==> config.mk <==
export PLATFORM = sky130hd
export DESIGN_NAME = fsm_flow_ctrl_param
export DESIGN_NICKNAME = d
export VERILOG_FILES = /design/src/rtl/fsm_flow_ctrl_param.sv
export SDC_FILE = /design/constraint.sdc
export NUM_CORES = 1
export LEC_CHECK = 0
export CAP_MARGIN = 15
export CORE_UTILIZATION = 34
export CTS_CLUSTER_SIZE = 8
export DETAILED_ROUTE_END_ITERATION = 7
export PLACE_DENSITY = 0.74
export SLEW_MARGIN = 10
export SYNTH_ARGS = -nofsm -noshare
export SYNTH_HDL_FRONTEND = slang
export SYNTH_SLANG_ARGS = --single-unit
==> constraint.sdc <==
create_clock -name clk -period 1.5 [get_ports clk]
set_input_delay 0.45 -clock clk [delete_from_list [all_inputs] [get_ports clk]]
set_output_delay 0.45 -clock clk [all_outputs]
set_load 0.01 [all_outputs]
==> src/rtl/fsm_flow_ctrl_param.sv <==
// Flow-control supervisor for NUM_FIFOS FIFOs with clamped thresholds and idle hysteresis.
// Optional macro FSM_ERR_RECOVERY_EN: leave ERROR through init when FIFO errors are clear.
module fsm_flow_ctrl_param #(
    parameter int              NUM_FIFOS = 5,
    parameter int              TH_W      = 8,
    parameter logic [TH_W-1:0] MAX_TH    = 8'd255,
    parameter int              IDLE_HOLD = 2
) (
    input  logic                 clk,
    input  logic                 reset,
    input  logic                 init,
    input  logic [TH_W-1:0]      UMF,
    input  logic [TH_W-1:0]      UVC,
    input  logic [TH_W-1:0]      UD,
    input  logic [NUM_FIFOS-1:0] FIFO_ERROR,
    input  logic [NUM_FIFOS-1:0] FIFO_EMPTY,
    output logic [TH_W-1:0]      UMF_OUT,
    output logic [TH_W-1:0]      UVC_OUT,
    output logic [TH_W-1:0]      UD_OUT,
    output logic                 error_out,
    output logic                 active_out,
    output logic                 idle_out,
    output logic                 init_out,
    output logic [2:0]           state_out,
    output logic [NUM_FIFOS-1:0] error_src
);

    localparam int CW = (IDLE_HOLD > 0) ? $clog2(IDLE_HOLD + 1) : 1;
    localparam logic [CW-1:0] HOLD = CW'(IDLE_HOLD);

    typedef enum logic [2:0] {
        S_RESET  = 3'd0,
        S_INIT   = 3'd1,
        S_IDLE   = 3'd2,
        S_ACTIVE = 3'd3,
        S_ERROR  = 3'd4
    } state_t;

    state_t              state, state_n;
    logic [CW-1:0]       idle_cnt, idle_cnt_n;
    logic [NUM_FIFOS-1:0] src_n;
    logic [TH_W-1:0]     umf_n, uvc_n, ud_n;
    logic                any_err, all_empty;

    function automatic logic [TH_W-1:0] clamp(input logic [TH_W-1:0] v);
        return (v > MAX_TH) ? MAX_TH : v;
    endfunction

    assign any_err   = |FIFO_ERROR;
    assign all_empty = &FIFO_EMPTY;

    always_ff @(posedge clk or negedge reset) begin
        if (!reset) begin
            state     <= S_RESET;
            idle_cnt  <= '0;
            error_src <= '0;
            UMF_OUT   <= '0;
            UVC_OUT   <= '0;
            UD_OUT    <= '0;
        end else begin
            state     <= state_n;
            idle_cnt  <= idle_cnt_n;
            error_src <= src_n;
            UMF_OUT   <= umf_n;
            UVC_OUT   <= uvc_n;
            UD_OUT    <= ud_n;
        end
    end

    always_comb begin
        state_n    = state;
        idle_cnt_n = '0;
        src_n      = error_src;
        umf_n      = UMF_OUT;
        uvc_n      = UVC_OUT;
        ud_n       = UD_OUT;
        if (state != S_RESET) src_n = error_src | FIFO_ERROR;
        case (state)
            S_RESET: state_n = S_INIT;
            S_INIT: begin
                umf_n = clamp(UMF);
                uvc_n = clamp(UVC);
                ud_n  = clamp(UD);
                if (any_err)        state_n = S_ERROR;
                else if (init)      state_n = S_INIT;
                else if (all_empty) state_n = S_IDLE;
                else                state_n = S_ACTIVE;
            end
            S_IDLE: begin
                if (any_err)         state_n = S_ERROR;
                else if (init)       state_n = S_INIT;
                else if (!all_empty) state_n = S_ACTIVE;
            end
            S_ACTIVE: begin
                // counter only survives while staying in ACTIVE on all-empty cycles
                if (any_err)        state_n = S_ERROR;
                else if (init)      state_n = S_INIT;
                else if (all_empty) begin
                    if (idle_cnt == HOLD) state_n = S_IDLE;
                    else idle_cnt_n = idle_cnt + CW'(1);
                end
            end
            S_ERROR: begin
`ifdef FSM_ERR_RECOVERY_EN
                if (init && !any_err) begin
                    state_n = S_INIT;
                    src_n   = '0;
                end
`else
                state_n = S_ERROR;
`endif
            end
            default: state_n = S_RESET;
        endcase
    end

    assign state_out  = state;
    assign error_out  = (state == S_ERROR);
    assign active_out = (state == S_ACTIVE);
    assign idle_out   = (state == S_IDLE);
    assign init_out   = (state == S_INIT);

endmodule

Yosys cells after proc, flatten, opt, wreduce, memory -nomap -nowiden --
Index checks and enable logic that the tools add are counted.
Word-level totals: register bits after elaboration 34, word-level logic and storage cells 43, output and inout port bits 36, input port bits 37
Operators by class: reduce and logical (&&, ||, !) cells 5, add/sub/neg operators 1, bitwise logic cells 1, mux-type cells 19, magnitude comparators 3, equality and inequality tests 8
Operators by type and width (number):
- greater-than comparator 8 bit (second input constant) | 3
- two-way mux 3 bit | 8
- two-way mux 8 bit | 3
- one-hot mux 3 bit (5 select lines) | 1
- two-way mux 2 bit | 6
- != test 4 x 2 -> 1 bit (second input constant) | 2
- == test 3 x 2 -> 1 bit (second input constant) | 2
- bitwise OR 5 bit | 1
- AND reduction 5 bit | 1
- OR reduction 5 bit | 1
- != test 4 bit (second input constant) | 1
- == test 3 x 1 -> 1 bit (second input constant) | 1
- == test 3 bit (second input constant) | 1
- logical NOT 3 bit | 1
- AND reduction 3 bit | 1
- nonzero test 3 bit | 1
- adder 2 x 1 -> 2 bit (second input constant) | 1
- == test 2 bit (second input constant) | 1
- two-way mux 1 bit | 1

Depth between registers and ports, before layout --
Gate-level depths: netlist of the first run.
word-level depth 6, depth in mapped cells 5, mapped depth without buffers 4

Worst setup path before layout of the first run --
OpenSTA, ideal clock, no wires.
kind input to register, from in FIFO_ERROR[0], to reg idle_cnt[0], library setup time 0.072 ns, slack -0.263 ns, buffers on the path 0, stages 4, arrival time 1.691 ns, cells stage by stage or4_4 -> nor4b_2 -> or3b_1 -> nor2_1
Between the ends: cells in the longest elaborated chain, start to end 3
Ends and longest elaborated chain:
- from (decl) | RTL line 15 | input logic [NUM_FIFOS-1:0] FIFO_ERROR,
- OR reduction 5 bit | RTL line 49 | assign any_err = |FIFO_ERROR;
- two-way mux 2 bit | RTL line 96 | if (any_err) state_n = S_ERROR;
- two-way mux 2 bit | RTL line 78 | case (state)
- net idle_cnt_n[0] | RTL line 40 | logic [CW-1:0] idle_cnt, idle_cnt_n;
- to (signal assigned) | RTL line 62 | idle_cnt <= idle_cnt_n;
- to (decl) | RTL line 40
The timed path passes the listed nets, and every way through them passes these cells. A chain may end at the register's enable or synchronous reset.

Final worst setup path of the first run --
from reg state[0] (netlist: state_out[0]), to out error_out
Between the ends: cells in the longest elaborated chain, start to end 1
Ends and longest elaborated chain:
- from (decl) | RTL line 39 | state_t state, state_n;
- from (signal assigned) | RTL line 61 | state <= state_n;
- == test 3 bit | RTL line 118 | assign error_out = (state == S_ERROR);
- to (decl) | RTL line 20 | output logic error_out,
Every way passes these cells.

==> flow_summary.toml, run 1 <==
[run_status]
outcome = "complete, but fails checks"
violations = "setup timing"

[yosys]
async_flop_share_pct = 100
post-synth-top-count-cell = "dfrtp_1"
ys_ff_latch = 34
postSynthAreaPerCell_um2 = 14.7
synth.top_cells.by_area = "dfrtp_1, mux2_1, mux2_2"
netlist_top_cells_count = "dfrtp_1, mux2_1, mux2_2"
synth_edf_count = 0
synth_warnings = 0
syn-cell-area_mm2 = 0.00134
synth_top_area_cell = "dfrtp_1"
synth_cells = 91
synth_top_area_share_pct = 63.5
yosysSeqAreaShare_pct = 63.5
yosysUniqueCellTypes = 26
synth_fp_nets = 128
synthFlopType = "dfrtp_1"

[place]
portBuffers = 72
dp_slack_ps = -767
dp_cells = 218
gp_congestion = 0.855
place_area_mm2 = 0.00224
hpwlAfterDp_um = 2370

[sta]
setup_slack_ps = -172
max_clock_freq_mhz = 598
hold_violations = 0
period_needed_ps = 1670
rsz0062_at_grt = "yes"
final_max_slew_viol_count = 0
slew-limit-headroom_pct = 84.4
setup_violations = 30
holdWs_ps = 383
skew_ps = 5.43
period_share_pct = 111
tightest_slew_ps = 231
final.setup.tns_ps = -2460

[power_and_ir_drop]
leakage_nw = 1.15
p_per_area_mw_per_mm2 = 1850
p_total_mw = 4.70
p_int_mw = 3.32
vdd_drop_max_mv = 1.13
clkPwrFrac_pct = 16.0
switching_share_pct = 29.4
power.share.combinational_pct = 52.0
netSwitchingPower_mw = 1.38
seqPwrFrac_pct = 32.0

[cts]
cts_tree = "done"
cts_root_buf = "clkbuf_8"
clk_pin_slew_ps = 70
insertion_delay_ps = 270
cts.path.max_buffers = 2
h-tree-depth = 2
cts_hold_buf = 0
cts.sinks = 34
cts_buffers = 5

[floorplanning]
die_area_mm2 = 0.00420
ios = 73
die_width_um = 64.8
fp-row-count = 22
die_height_um = 64.8
core_area_mm2 = 0.00372
start_util_pct = 36.1

[grt]
grt_pass1_vias = 1210
antenna_found_initial = 0
grt_max_degree = 35
grt_pass1_wl_um = 5600
grt_overflow = 0
grtUsageTotal_pct = 18.1

[setup_path]
cp-start-kind = "flip-flop"
reg2reg_depth = 5
critPathCaptureType = "primary output"
crit_arrival_ps = 1220
r2r-end = "UVC_OUT[7]$_DFFE_PN0P_"
cp_max_fo = 5
crit_start = "state_out[0]$_DFFE_PN0P_"
critPathCapture = "error_out"
worstPathRequired_ps = 1050
r2r_start = "state_out[1]$_DFFE_PN0P_"
r2r_slack_ps = -110
path_class = "flip-flop to primary output"

[final_layout]
fin_nets = 225
layout-drive-gt1-share_pct = 40.2
utilization_pct = 68.2
fill_cells = 290
design_area_mm2 = 0.00254
antenna_cells = 0
seq_area_um2 = 855
syn_to_final_growth_pct = 89.3
fin_cells = 237
multiInputGateArea_um2 = 602

[hold_path]
hold_path_class = "input pin to flip-flop"

[routing]
antenna_left = 0
drt_iter0_markers = 27
vias = 1141
dr.pass1.iters = 4
via_per_inst = 4.81
wl_um = 3540
drc = 0
post_drt_wl_per_cell_um = 14.9

[flow_run]
cap_viol_max_count = 0
## sequential cells by signal, summed over array words and instances (netlist names)
signal     count
UD_OUT         8
UMF_OUT        8
UVC_OUT        8
error_src      5
state_out      3
idle_cnt       2
## cells in the final DEF, fill, tap and decap left out, types with 2 or more instances in the layout
cell type        Yosys  layout
buf_12               0       2
buf_2                2       8
dfrtp_2              0       3
o21ai_0              2       2
clkdlybuf4s50_1      0      32
nor2_1               4       2
nor3_1               2       2
buf_4                0      11
buf_6                0       6
dlygate4sd2_1        0      29
mux2_4               0      24
a21o_1               4       4
buf_16               0       2
clkbuf_8             0       8
dfrtp_1             34      31
## worst min path at each step
stage | startpoint | endpoint | slack (ps) | depth (start not counted)
after floorplan | reset | UD_OUT[0]$_DFFE_PN0P_ | 150 | 0
after global placement | idle_cnt[0]$_DFF_PN0_ | idle_cnt[0]$_DFF_PN0_ | 420 | 1
after detailed placement | idle_cnt[0]$_DFF_PN0_ | idle_cnt[0]$_DFF_PN0_ | 420 | 1
after CTS | FIFO_ERROR[4] | error_src[4]$_DFFE_PN0N_ | 370 | 2
after global routing | FIFO_ERROR[4] | error_src[4]$_DFFE_PN0N_ | 380 | 2
final | FIFO_ERROR[4] | error_src[4]$_DFFE_PN0N_ | 380 | 2
## power groups by stage
stage	Clock [mW]	Combinational (mW)	Sequential (mW)
after floorplan	0	0.847	1.66
after global placement	0	2.01	1.50
after detailed placement	0	2.05	1.52
after CTS	0.778	2.41	1.50
after global routing	0.831	2.59	1.56
final	0.752	2.44	1.51
## per-layer routing
layer	GRT usage [%]	vias to the layer above	part of all wire, %
li1	-	520	-
met1	21.2	567	41
met2	30.6	48	51
met3	3.52	6	5.8
met4	10.8	0	2.2
met5	0	-	0
## critical path, stage by stage, from the launching register on
cell and delay [ps]:
dfrtp_2 460, nor2_4 120, and2_4 160, clkdlybuf4s15_2 220
## cells by family after synthesis
| kind of cell | count (synthesis) | share of synthesized area (%) |
|---|---|---|
| DFF | 34 | 63.5 |
| and+or+nand+nor | 19 | 9.71 |
| AOI/OAI and AO/OA | 10 | 5.32 |
| muxes | 24 | 20.2 |
| buffers and inverters | 4 | 1.31 |
## what timing repair did
| item | CTS | global route |
|---|---|---|
| resized for setup | 104 | 4 |
| endpoints found under the setup margin | 65 | 31 |
| gates cloned | 2 | 1 |
| pin swaps | 5 | 1 |
| setup buffers | 7 | 2 |
## cell type report
type                       instances  area share [%]
timing repair buffer              93            35.7
sequential                        34            33.7
multi-input combinational         53            23.7
clock buffer                       8            4.34
tap                               48            2.37
inverter                           1           0.148
(Power assumes the default switching activity.)
==> inputs of run 2 (changes only) <==
--- a/config.mk
+++ b/config.mk
@@ -6,10 +6,10 @@
 export NUM_CORES = 1
 export LEC_CHECK = 0
 export CAP_MARGIN = 15
-export CORE_UTILIZATION = 34
+export CORE_UTILIZATION = 26
 export CTS_CLUSTER_SIZE = 8
 export DETAILED_ROUTE_END_ITERATION = 7
-export PLACE_DENSITY = 0.74
+export PLACE_DENSITY = 0.6
 export SLEW_MARGIN = 10
 export SYNTH_ARGS = -nofsm -noshare
 export SYNTH_HDL_FRONTEND = slang
==> run 2 against run 1 <==
The run still ends with setup timing left. Power is 7.8% lower. Critical path depth stayed put. Fmax is 0.64% higher. Global-route usage is 4.2 points lower. Via count is 3.3% lower. Register-to-register slack better by 100 ps. Combinational power is 16% lower. Critical path type unchanged.
==> flow_summary.toml, run 2 (same netlist as run 1, synthesis figures left out) <==
[sta]
setup_violations = 7
skew_ps = 3.66
period_share_pct = 111
final.setup.tns_ps = -760
tightest_slew_ps = 422
hold_violations = 0
slew-limit-headroom_pct = 71.9
setup_slack_ps = -161
max_clock_freq_mhz = 602
final_max_slew_viol_count = 0
period_needed_ps = 1660
rsz0062_at_grt = "yes"

[flow_run]
cap_viol_max_count = 0

[cts]
cts_tree = "done"
h-tree-depth = 2
insertion_delay_ps = 280
cts.sinks = 34
cts.path.max_buffers = 2
cts_root_buf = "clkbuf_8"
clk_pin_slew_ps = 70
cts_buffers = 5

[setup_path]
crit_path_top_delay_cell = "dfrtp_2"
critPathCaptureType = "primary output"
cp_max_fo = 5
cp_cell_sequence = "buf_6 > nor3b_2 > buf_2"
crit_family = "flip-flops"
crit_arrival_ps = 1210
path_class = "flip-flop to primary output"
path_buf_inv = 2
slowest_delay_ps = 450
worstPathRequired_ps = 1050
cp-start-kind = "flip-flop"

[final_layout]
antenna_cells = 0
multiInputGateArea_um2 = 564
top_regs = "UD_OUT (8), UMF_OUT (8), UVC_OUT (8)"
utilization_pct = 50.8
fill_cells = 439
syn_to_final_growth_pct = 83.8
fin_nets = 223
layout-drive-gt1-share_pct = 38.0
seq_area_um2 = 855
final_cell_mix = "dfrtp_1, clkdlybuf4s50_1, dlygate4sd2_1, buf_6, buf_4"

[power_and_ir_drop]
netSwitchingPower_mw = 1.33
switching_share_pct = 30.6
leakage_nw = 1.08
seqPwrFrac_pct = 34.6
p_int_mw = 3.01
vdd_drop_max_mv = 0.700
power.share.combinational_pct = 47.5
clkPwrFrac_pct = 18.0
p_per_area_mw_per_mm2 = 1760

[run_status]
violations = "setup timing"
outcome = "complete, but fails checks"

[floorplanning]
ios = 73
fp-row-count = 25
die_width_um = 73.8
die_height_um = 73.8
core_area_mm2 = 0.00485
start_util_pct = 27.6
die_area_mm2 = 0.00544

[routing]
drc = 0
antenna_left = 0
wl_um = 3610
drt_iter0_markers = 9
via_per_inst = 4.34
post_drt_wl_per_cell_um = 14.2
dr.pass1.iters = 4
vias = 1103

[grt]
grt_pass1_wl_um = 5530
grt_max_degree = 25
antenna_found_initial = 0
grt_overflow = 0
grt_pass1_vias = 1225
grtUsageTotal_pct = 13.9

[place]
gp_congestion = 0.843
hpwlAfterDp_um = 2600
portBuffers = 72

[hold_path]
hold_path_class = "input pin to asynchronous set/reset pin"
[run 2: cell count changes in the layout (fill, tap and decap cells not counted), moves of 2 or more]
cell | before | now
mux2_2 | 0 | 5
mux2_4 | 24 | 10
nor2_1 | 2 | 0
buf_2 | 8 | 6
buf_16 | 2 | 0
nor2_2 | 1 | 3
mux2_1 | 0 | 9
buf_6 | 6 | 11
[run 2: power groups by stage]
stage / registers [mW] / logic [mW] / clock network (mW)
floorplan: 1.66 / 0.847 / 0
global route: 1.55 / 2.19 / 0.848
detailed placement: 1.52 / 2.07 / 0
CTS: 1.51 / 1.97 / 0.804
global placement: 1.50 / 2.02 / 0
finish: 1.50 / 2.06 / 0.778
[run 2: routing by layer]
metal	vias to the layer above	GRT usage (%)	part of all wire (%)
met4	0	4.49	1.0
met2	48	25.0	54
met1	537	15.3	38
li1	512	-	-
met3	6	4.80	6.3
met5	-	0	0
[run 2: worst paths after layout]
path,startpoint,to,slack (ps),cells past startpoint
hold reg to reg,idle_cnt[0]$_DFF_PN0_,idle_cnt[0]$_DFF_PN0_,430,1
setup reg to reg,state_out[2]$_DFFE_PN0P_,idle_cnt[1]$_DFF_PN0_,-10,4
setup / recovery,state_out[0]$_DFFE_PN0P_,idle_out,-160,3
max in group asynchronous,reset,state_out[1]$_DFFE_PN0P_,960,2
min in group clk,FIFO_ERROR[3],error_src[3]$_DFFE_PN0N_,390,2
hold / removal,reset,UD_OUT[6]$_DFFE_PN0P_,90,1
[run 2: through the flow]
| step | power (mW) | instance area, um^2 | hold WS (ps) | cells | setup slack [ps] |
|---|---|---|---|---|---|
| after floorplan | 2.51 | 1410 | 154 | 91 | -263 |
| after global placement | 3.51 | 2250 | 396 | 236 | -744 |
| after detailed placement | 3.59 | 2250 | 411 | 236 | -791 |
| after CTS | 4.28 | 2380 | 106 | 252 | -162 |
| after global routing | 4.59 | 2460 | 110 | 254 | -184 |
| final | 4.34 | 2460 | 92.1 | 254 | -161 |
[run 2: layout make-up]
cell class / instances / share of cell area (%)
flip-flops and latches: 34 / 34.7
repair buffers: 91 / 34.3
multi-input cells: 53 / 22.9
clock buffers: 8 / 4.47
well taps: 67 / 3.40
inverters: 1 / 0.152
[run 2: timing repair]
item | CTS | global route
pin swaps | 6 | 4
endpoints found under the setup margin | 56 | 18
endpoints found under the hold margin | 0 | 0
setup buffers | 8 | 2
gates resized for setup | 83 | 18
hold buffers | 0 | 0
[run 2: worst register-to-register path: cells and delay by family (launching register included)]
kind / cells / cell delay (ps)
flip-flops: 1 / 450
AND/OR/NAND/NOR: 4 / 980
